## config.mk

```make
export PLATFORM = sky130hd
export DESIGN_NAME = pixmux_seq
export DESIGN_NICKNAME = d
export VERILOG_FILES = /design/src/rtl/pixmux_pkg.sv /design/src/rtl/pixmux_seq_out_reg.sv /design/src/rtl/pixmux_seq.sv
export SDC_FILE = /design/constraint.sdc
export NUM_CORES = 1
export LEC_CHECK = 0
export BUFFER_PORTS_ARGS = -buffer_cell sky130_fd_sc_hd__buf_2
export CORE_MARGIN = 1
export CORE_UTILIZATION = 25
export DETAILED_ROUTE_END_ITERATION = 8
export PLACE_DENSITY = 0.57
export SYNTH_ARGS = -nofsm -noshare
export SYNTH_HDL_FRONTEND = slang
export SYNTH_HIERARCHICAL = 1
export SYNTH_SLANG_ARGS = --single-unit
```

## constraint.sdc

```tcl
create_clock -name clk -period 2.45 [get_ports clk]
set_input_delay 0.735 -clock clk [delete_from_list [all_inputs] [get_ports clk]]
set_output_delay 0.735 -clock clk [all_outputs]
set_load 0.01 [all_outputs]
```

## src/rtl/pixmux_pkg.sv

```systemverilog
// Shared types and helpers for the pixel select mux with scan sequencer.
package pixmux_pkg;

    localparam int PIX_W_DEF = 10;
    localparam int N_CH_DEF  = 28;

    // Upper bounds for the generic channel extractor below.
    localparam int FLAT_MAX = 1024;
    localparam int PIX_MAX  = 32;

    typedef enum logic {
        IDLE,
        SCAN
    } state_t;

    function automatic logic [PIX_MAX-1:0] pix_at(
        input logic [FLAT_MAX-1:0] flat,
        input int                  idx,
        input int                  pix_w
    );
        return PIX_MAX'(flat >> (idx * pix_w));
    endfunction

endpackage

```

## src/rtl/pixmux_seq_out_reg.sv

```systemverilog
// Registered valid/ready output stage; a load is only issued when the slot is free.
module pix_out_reg #(
    parameter int W = 16
) (
    input  logic         clk,
    input  logic         rst,
    input  logic         load,
    input  logic [W-1:0] din,
    input  logic         out_ready,
    output logic [W-1:0] dout,
    output logic         out_valid,
    output logic         slot_free
);

    assign slot_free = !out_valid | out_ready;

    always_ff @(posedge clk or posedge rst) begin
        if (rst) begin
            out_valid <= 1'b0;
            dout      <= '0;
        end else if (load) begin
            out_valid <= 1'b1;
            dout      <= din;
        end else if (out_ready) begin
            out_valid <= 1'b0;
        end
    end

endmodule

```

## src/rtl/pixmux_seq.sv

```systemverilog
// Pixel select mux: direct per-request selection or an autonomous channel-range scan,
// delivered through a registered valid/ready stage with a sticky error flag.
module pixmux_seq
    import pixmux_pkg::*;
#(
    parameter int PIX_W = PIX_W_DEF,
    parameter int N_CH  = N_CH_DEF,
    parameter int SEL_W = $clog2(N_CH)
) (
    input  logic              clk,
    input  logic              rst,
    input  logic [N_CH*PIX_W-1:0] pix_in,
    input  logic [SEL_W-1:0]  sel,
    input  logic              sel_valid,
    output logic              sel_ready,
    input  logic              start,
    input  logic [SEL_W-1:0]  scan_first,
    input  logic [SEL_W-1:0]  scan_last,
    output logic              busy,
    output logic [PIX_W-1:0]  out_pix,
    output logic [SEL_W-1:0]  out_ch,
    output logic              out_last,
    output logic              out_valid,
    input  logic              out_ready,
    output logic              err,
    input  logic              err_clr
);

    localparam int PAY_W = PIX_W + SEL_W + 1;

    state_t             state, state_n;
    logic [SEL_W-1:0]   cnt, cnt_n;
    logic [SEL_W-1:0]   last_q, last_n;
    logic               load, load_last, err_set, slot_free;
    logic [SEL_W-1:0]   load_ch;
    logic [PIX_W-1:0]   load_pix;
    logic [FLAT_MAX-1:0] flat_ext;
    logic [PAY_W-1:0]   pay_out;
    logic               range_ok, sel_ok;

    assign range_ok = (scan_first <= scan_last) && (int'(scan_last) < N_CH);
    assign sel_ok   = int'(sel) < N_CH;
    assign busy     = (state == SCAN);

    always_comb begin
        flat_ext = '0;
        flat_ext[N_CH*PIX_W-1:0] = pix_in;
    end

    assign load_pix = PIX_W'(pix_at(flat_ext, int'(load_ch), PIX_W));

    // start wins over a same-cycle direct request; an illegal range only flags err.
    always_comb begin
        state_n   = state;
        cnt_n     = cnt;
        last_n    = last_q;
        load      = 1'b0;
        load_ch   = '0;
        load_last = 1'b0;
        err_set   = 1'b0;
        sel_ready = 1'b0;
        case (state)
            IDLE: begin
                sel_ready = slot_free & !start;
                if (start) begin
                    if (range_ok) begin
                        cnt_n   = scan_first;
                        last_n  = scan_last;
                        state_n = SCAN;
                    end else begin
                        err_set = 1'b1;
                    end
                end else if (sel_valid && slot_free) begin
                    load    = 1'b1;
                    load_ch = sel_ok ? sel : '0;
                    err_set = !sel_ok;
                end
            end
            SCAN: begin
                if (slot_free) begin
                    load      = 1'b1;
                    load_ch   = cnt;
                    load_last = (cnt == last_q);
                    if (cnt == last_q) begin
                        state_n = IDLE;
                    end else begin
                        cnt_n = cnt + SEL_W'(1);
                    end
                end
            end
            default: state_n = IDLE;
        endcase
    end

    always_ff @(posedge clk or posedge rst) begin
        if (rst) begin
            state  <= IDLE;
            cnt    <= '0;
            last_q <= '0;
        end else begin
            state  <= state_n;
            cnt    <= cnt_n;
            last_q <= last_n;
        end
    end

    // err is set-dominant so a fault in the clearing cycle is never lost.
    always_ff @(posedge clk or posedge rst) begin
        if (rst) begin
            err <= 1'b0;
        end else if (err_set) begin
            err <= 1'b1;
        end else if (err_clr) begin
            err <= 1'b0;
        end
    end

    pix_out_reg #(
        .W(PAY_W)
    ) u_out_reg (
        .clk       (clk),
        .rst       (rst),
        .load      (load),
        .din       ({load_pix, load_ch, load_last}),
        .out_ready (out_ready),
        .dout      (pay_out),
        .out_valid (out_valid),
        .slot_free (slot_free)
    );

    assign {out_pix, out_ch, out_last} = pay_out;

endmodule

```

### Word-level counts from Yosys, hierarchy flattened

Index checks and enable logic that the tools add are counted.

* register bits: 29
* output and inout bits: 20
* word-level logic and storage cells: 59

* $add $sub $neg: 1
* multipliers: 1
* magnitude comparators: 3
* equal/unequal tests: 5
* shift-type cells: 1
* muxes and demuxes: 30
* bitwise logic cells: 3
* reduce and logical (&&, ||, !) cells: 9

Operators with widths (count)
* 280-bit by 9-bit >> shifter with 10-bit output: 1
* 5-bit 2-to-1 mux: 8
* 5-bit case mux with 2 select lines: 2
* 1-bit 2-to-1 mux: 18
* 5-bit < comparator (second input constant): 2
* 5-bit by 3-bit multiplier with 8-bit output (second input constant): 1
* 2-bit != test (second input constant): 3
* 5-bit by 1-bit adder with 5-bit output (second input constant): 1
* 5-bit == test: 1
* 5-bit less-or-equal comparator: 1
* 1-bit case mux with 2 select lines: 2
* 4-bit AND reduction: 1
* 2-bit nonzero test: 2
* 1-bit zero test: 3
* 3-bit AND reduction: 1
* 1-bit logical AND: 2
* 2-bit by 1-bit != test with 1-bit output (second input constant): 1
* 1-bit bitwise AND: 1
* 1-bit NOT: 1
* 1-bit bitwise OR: 1

### Longest topological paths before layout

* word-level depth: 8
* mapped depth: 13
* depth with buffers taken out: 9

### By module

The synthesis kept the hierarchy.

By module, submodules not included
* pixmux_seq: times used 1, cells each 528, area each 3480.8 sq um, sequential area each 300.3 sq um
* pix_out_reg: times used 1, cells each 38, area each 686.9 sq um, sequential area each 425.4 sq um

### Least setup slack after synthesis

Ideal clock, no wire load.

* path kind: input -> register
* start point: input scan_last[1]
* end point: register cnt[0]
* setup time: 127 ps
* data arrival time: 2620 ps
* slack: -298 ps
* stages on the path: 8
* path buffers: 0
* path through: inv_1 > ha_1 > nor2b_1 > o21ai_1 > or4b_4 > a211oi_4 > or2b_4 > mux2_1

* word-level cells in the longest chain between the ends: 4
* elaborated cells between the ends (all ways): 5
* classes of those cells: order compare: 2; eq/ne: 1; reduce/logical: 2

Ends and longest elaborated chain
* start, declared: line pixmux_seq.sv:18 `input logic [SEL_W-1:0] scan_last,`
* 5-bit less-or-equal comparator / 5-bit < comparator (equally long branches): line pixmux_seq.sv:41 `assign range_ok = (scan_first <= scan_last) && (int'(scan_last) < N_CH);`
* 1-bit logical AND *: line pixmux_seq.sv:41
* 2-bit != test (no source line) *
* 4-bit AND reduction (no source line) *
* end signal, assigned: line pixmux_seq.sv:102 `cnt <= cnt_n;`
* end, declared: line pixmux_seq.sv:32 `logic [SEL_W-1:0] cnt, cnt_n;`

Every way passes the cells marked *; elsewhere a longest branch is shown, timed or not.
A chain may end at the register's enable or synchronous reset.

### Final worst setup path

* start point: input out_ready
* end point: register u_out_reg.dout[14]

* word-level cells in the longest chain between the ends: 7
* elaborated cells between the ends (all ways): 12
* classes of those cells: mul: 1; shift: 1; mux: 8; bitwise: 1; reduce/logical: 1

Ends and longest elaborated chain
* start, declared: line pixmux_seq.sv:24 `input logic out_ready,`
* 1-bit bitwise OR *: line pixmux_seq_out_reg.sv:15 `assign slot_free = !out_valid | out_ready;`
* via slot_free: line pixmux_seq.sv:34 `logic load, load_last, err_set, slot_free;`
* 1-bit logical AND: line pixmux_seq.sv:73 `end else if (sel_valid && slot_free) begin`
* 5-bit 2-to-1 mux: line pixmux_seq.sv:73
* 5-bit 2-to-1 mux: line pixmux_seq.sv:65 `if (start) begin`
* 5-bit case mux with 2 select lines *: line pixmux_seq.sv:62 `case (state)`
* 5-bit by 3-bit multiplier with 8-bit output *: line pixmux_pkg.sv:21 `return PIX_MAX'(flat >> (idx * pix_w));`
* 280-bit by 9-bit >> shifter with 10-bit output *: line pixmux_pkg.sv:21
* via load_pix[8]: line pixmux_seq.sv:36 `logic [PIX_W-1:0] load_pix;`
* end signal, assigned: line pixmux_seq_out_reg.sv:23 `dout <= din;`
* end, declared: line pixmux_seq_out_reg.sv:10 `output logic [W-1:0] dout,`

Mark *: on every way through the listed nets, which the timed path passes. The rest lies on a longest branch.

==> results.md <==
- Status: finished, violations left
- Failing checks: negative setup slack
- YS warnings: 6
- Post-layout nets: 1264
- MaxCap Viol Count: 0
- Leakage power figure: 0.00382 uW
- Initial core utilization: 26.0%
- Critical Path End: u_out_reg/dout[14]$_DFFE_PP0P_
- Die Width: 131 um
- RSZ-0062 raised after global routing: yes
- Area after DPL: 6650 sq um
- Hold slack: 0.479 ns
- Gp weighted congestion: 0.931
- DRC violations left: 0
- P&R area growth vs syn: 79.4%
- Cells after Synth: 566
- Global-route wire length before repair: 34.0 mm
- Period Utilization, post-route: 105%
- Post-Syn Nets: 873
- CTS Sinks: 29
- Worst-path maximum fanout: 8
- CP Capture Type: flip-flop
- Clock root buffer: clkbuf_16
- Fin. Hold Viols: 0
- R2r endpoint: u_out_reg/dout[12]$_DFFE_PP0P_
- Clock period minus worst slack: 2.57 ns
- Iter 0 DRT Violations: 343
- Input/output buffers: 320
- Share of synthesized registers carrying an async set or reset: 100%
- Slew margin rel.: 62.6%
- Synth area leaders: dfrtp_1 (17%), nand2_1 (16%), mux2i_1 (7.4%), nand3_1 (4.7%), a21oi_1 (4.0%)
- # setup viols final: 10
- Number of placed instances, taps included: 1154
- Slack of the critical path: -0.124 ns
- M2 GR Usage: 43.0%
- Worst Reg-to-Reg Cells: 9
- Fraction of layout cells with a size suffix above 1: 55.3%
- Final wirelength: 23.0 mm
- CTS buffer count: 5
- Cell variety after synth: 59
- Vias per inst: 5.09
- Post-synthesis sequential area ratio: 17.4%
- Worst slew pin tran: 0.558 ns
- Worst Path Required: 2.61 ns
- Worst Skew: 0.00749 ns
- Area of the core: 16100 sq um
- DRT Pass-1 Iters: 5
- Synth Register Bits: 29
- Via count: 5991
- Post-route ant nets: 0
- Gr busiest metal: met2
- Vias in the first global route: 5955
- Hold_buf cts: 0
- Synth Flop Type: dfrtp_1
- WP data arrival: 2.73 ns
- Std cell rows: 46
- Initial antenna violation count: 3
- Post-synthesis average cell area: 7.36 sq um
- IR Drop Worst-Case VDD: 0.000503 V
- GR Overflow Total: 0
- CP startpoint kind: primary input
- R2R Path Start: u_out_reg/out_valid$_DFFE_PP0P_
- Largest net degree at the start of global routing: 22
- Total power: 10200 uW
- GR Layer Usage met3: 4.78%
- Area leader, netlist: dfrtp_1
- I/O pin total: 321
- Pwr/cell area: 1360 nW/um^2
- Clock Latency Late Sink: 0.28 ns
- Bufs on Longest Clock Path: 2
- Final instance area: 7480 sq um
- HPWL after DPL: 18.2 mm
- Met1 Use GR: 33.8%
- Htree depth: 2
- DR WL/cell: 19.5 um
- Hold crit path type: in2async
- Count of final max-slew check failures: 0
- CTS tree: done
- Mapped cell area: 4170 sq um
- Max Clk Rate: 388 MHz
- Clock transition at path regs: 0.06 ns
- Die H: 131 um
- Global Route Usage Sum: 25.7%
- Setup CP Type: in2reg
- R2r setup slk: 0.02 ns
- Synth top area share: 17.4%
- Post-synth EDFFs: 0
- Critical path launch point: out_ready
- Die ar.: 17200 sq um
- Post-Layout Cell Count: 1177
==> state kept, by name, indices dropped and copies added (netlist names) <==
register             flops
err                      1
cnt                      5
u_out_reg/dout          16
u_out_reg/out_valid      1
busy                     1
last_q                   5
==> layout by cell type, fill, tap and decap left out, types with 5 or more instances in the layout <==
| master | Yosys | routed |
|---|---|---|
| inv_1 | 16 | 15 |
| a21oi_2 | 1 | 6 |
| buf_12 | 1 | 16 |
| nand3_1 | 39 | 35 |
| nand3_2 | 2 | 5 |
| mux4_2 | 6 | 6 |
| a21oi_1 | 33 | 27 |
| dfrtp_1 | 29 | 29 |
| o221ai_2 | 0 | 6 |
| a31oi_1 | 26 | 17 |
| mux2i_1 | 31 | 29 |
| a22oi_1 | 20 | 16 |
| clkbuf_16 | 0 | 7 |
| a31oi_2 | 1 | 7 |
| ha_1 | 6 | 5 |
| nor2_1 | 9 | 9 |
| buf_6 | 12 | 9 |
| xnor2_1 | 5 | 5 |
| nand2_1 | 181 | 177 |
| buf_4 | 7 | 74 |
| buf_2 | 15 | 316 |
| mux2_4 | 9 | 18 |
| a32oi_1 | 16 | 15 |
| and2_1 | 10 | 10 |
==> through the flow <==
stage	utilization [%]	TNS [ns]	setup slack (ns)
6_report	46.6	-0.970	-0.124
5_1_grt	46.6	-1.71	-0.191
4_1_cts	44.9	-1.06	-0.131
3_5_place_dp	41.4	-8.34	-0.601
3_3_place_gp	41.4	-8.06	-0.620
2_1_floorplan	-	-2.91	-0.260
==> synthesized netlist by cell type (12+ instances only) <==
master,number
a31oi_1,26
a22oi_1,20
nand2_1,181
nand3_1,39
dfrtp_1,29
mux2_2,12
buf_2,15
a32oi_1,16
buf_6,12
inv_1,16
mux2i_1,31
a21oi_1,33
==> area by class of cell <==
| cell class | count | area (sq um) |
|---|---|---|
| Fill cell | 1639 | 8580 |
| Multi-Input combinational cell | 479 | 3440 |
| Timing Repair Buffer | 423 | 2750 |
| Sequential cell | 29 | 726 |
| Tap cell | 216 | 270 |
| Clock buffer | 6 | 139 |
| Inverter | 18 | 98.8 |
| Clock inverter | 2 | 37.5 |
| Timing Repair inverter | 1 | 8.76 |
| Antenna cell | 3 | 7.51 |
==> routing by layer <==
metal / part of all wire [%] / wire length (um) / up-vias
li1: - / - / 2884
met1: 44 / 10200 / 2823
met2: 48 / 11000 / 264
met3: 6.3 / 1450 / 20
met4: 1.5 / 349 / 0
met5: 0 / 0 / -
==> critical path, cell delays in order <==
cell,delay (ns)
buf_6,0.09
nand2b_4,0.16
buf_6,0.13
nand3_2,0.08
o31a_4,0.20
buf_6,0.14
buf_12,0.14
mux4_2,0.50
a32oi_1,0.20
a21oi_1,0.09
mux2_2,0.26
==> report_power, final <==
group	total, uW	switching [uW]	internal (uW)
clock network	740	233	507
logic	8510	4330	4180
registers	908	178	730
==> worst min path at each step <==
stage | start | to | slack (ns) | depth (start not counted)
floorplan | last_q[4]$_DFFE_PP0P_ | last_q[4]$_DFFE_PP0P_ | 0.50 | 1
CTS | rst | last_q[2]$_DFFE_PP0P_ | 0.49 | 2
global route | rst | last_q[3]$_DFFE_PP0P_ | 0.52 | 2
finish | rst | last_q[3]$_DFFE_PP0P_ | 0.48 | 2
detailed placement | u_out_reg/dout[5]$_DFFE_PP0P_ | u_out_reg/dout[5]$_DFFE_PP0P_ | 0.49 | 1
global placement | u_out_reg/dout[14]$_DFFE_PP0P_ | u_out_reg/dout[14]$_DFFE_PP0P_ | 0.49 | 1
==> cells by family after synthesis <==
group	after synthesis	share of synthesized area, %
compound gates	148	25.6
mux	59	17.4
simple gates	261	27.7
flops	29	17.4
fa+ha+maj	6	1.80
xor+xnor	5	1.05
buf+inv	58	8.98
==> repair_timing <==
| item | in CTS | in global routing |
|---|---|---|
| buffers inserted | 5 | 2 |
| pin swaps | 21 | 15 |
| gates cloned | 4 | 2 |
| resized for setup | 57 | 38 |
| endpoints found under the setup margin | 18 | 18 |
Power figures use the tool's default switching activity.
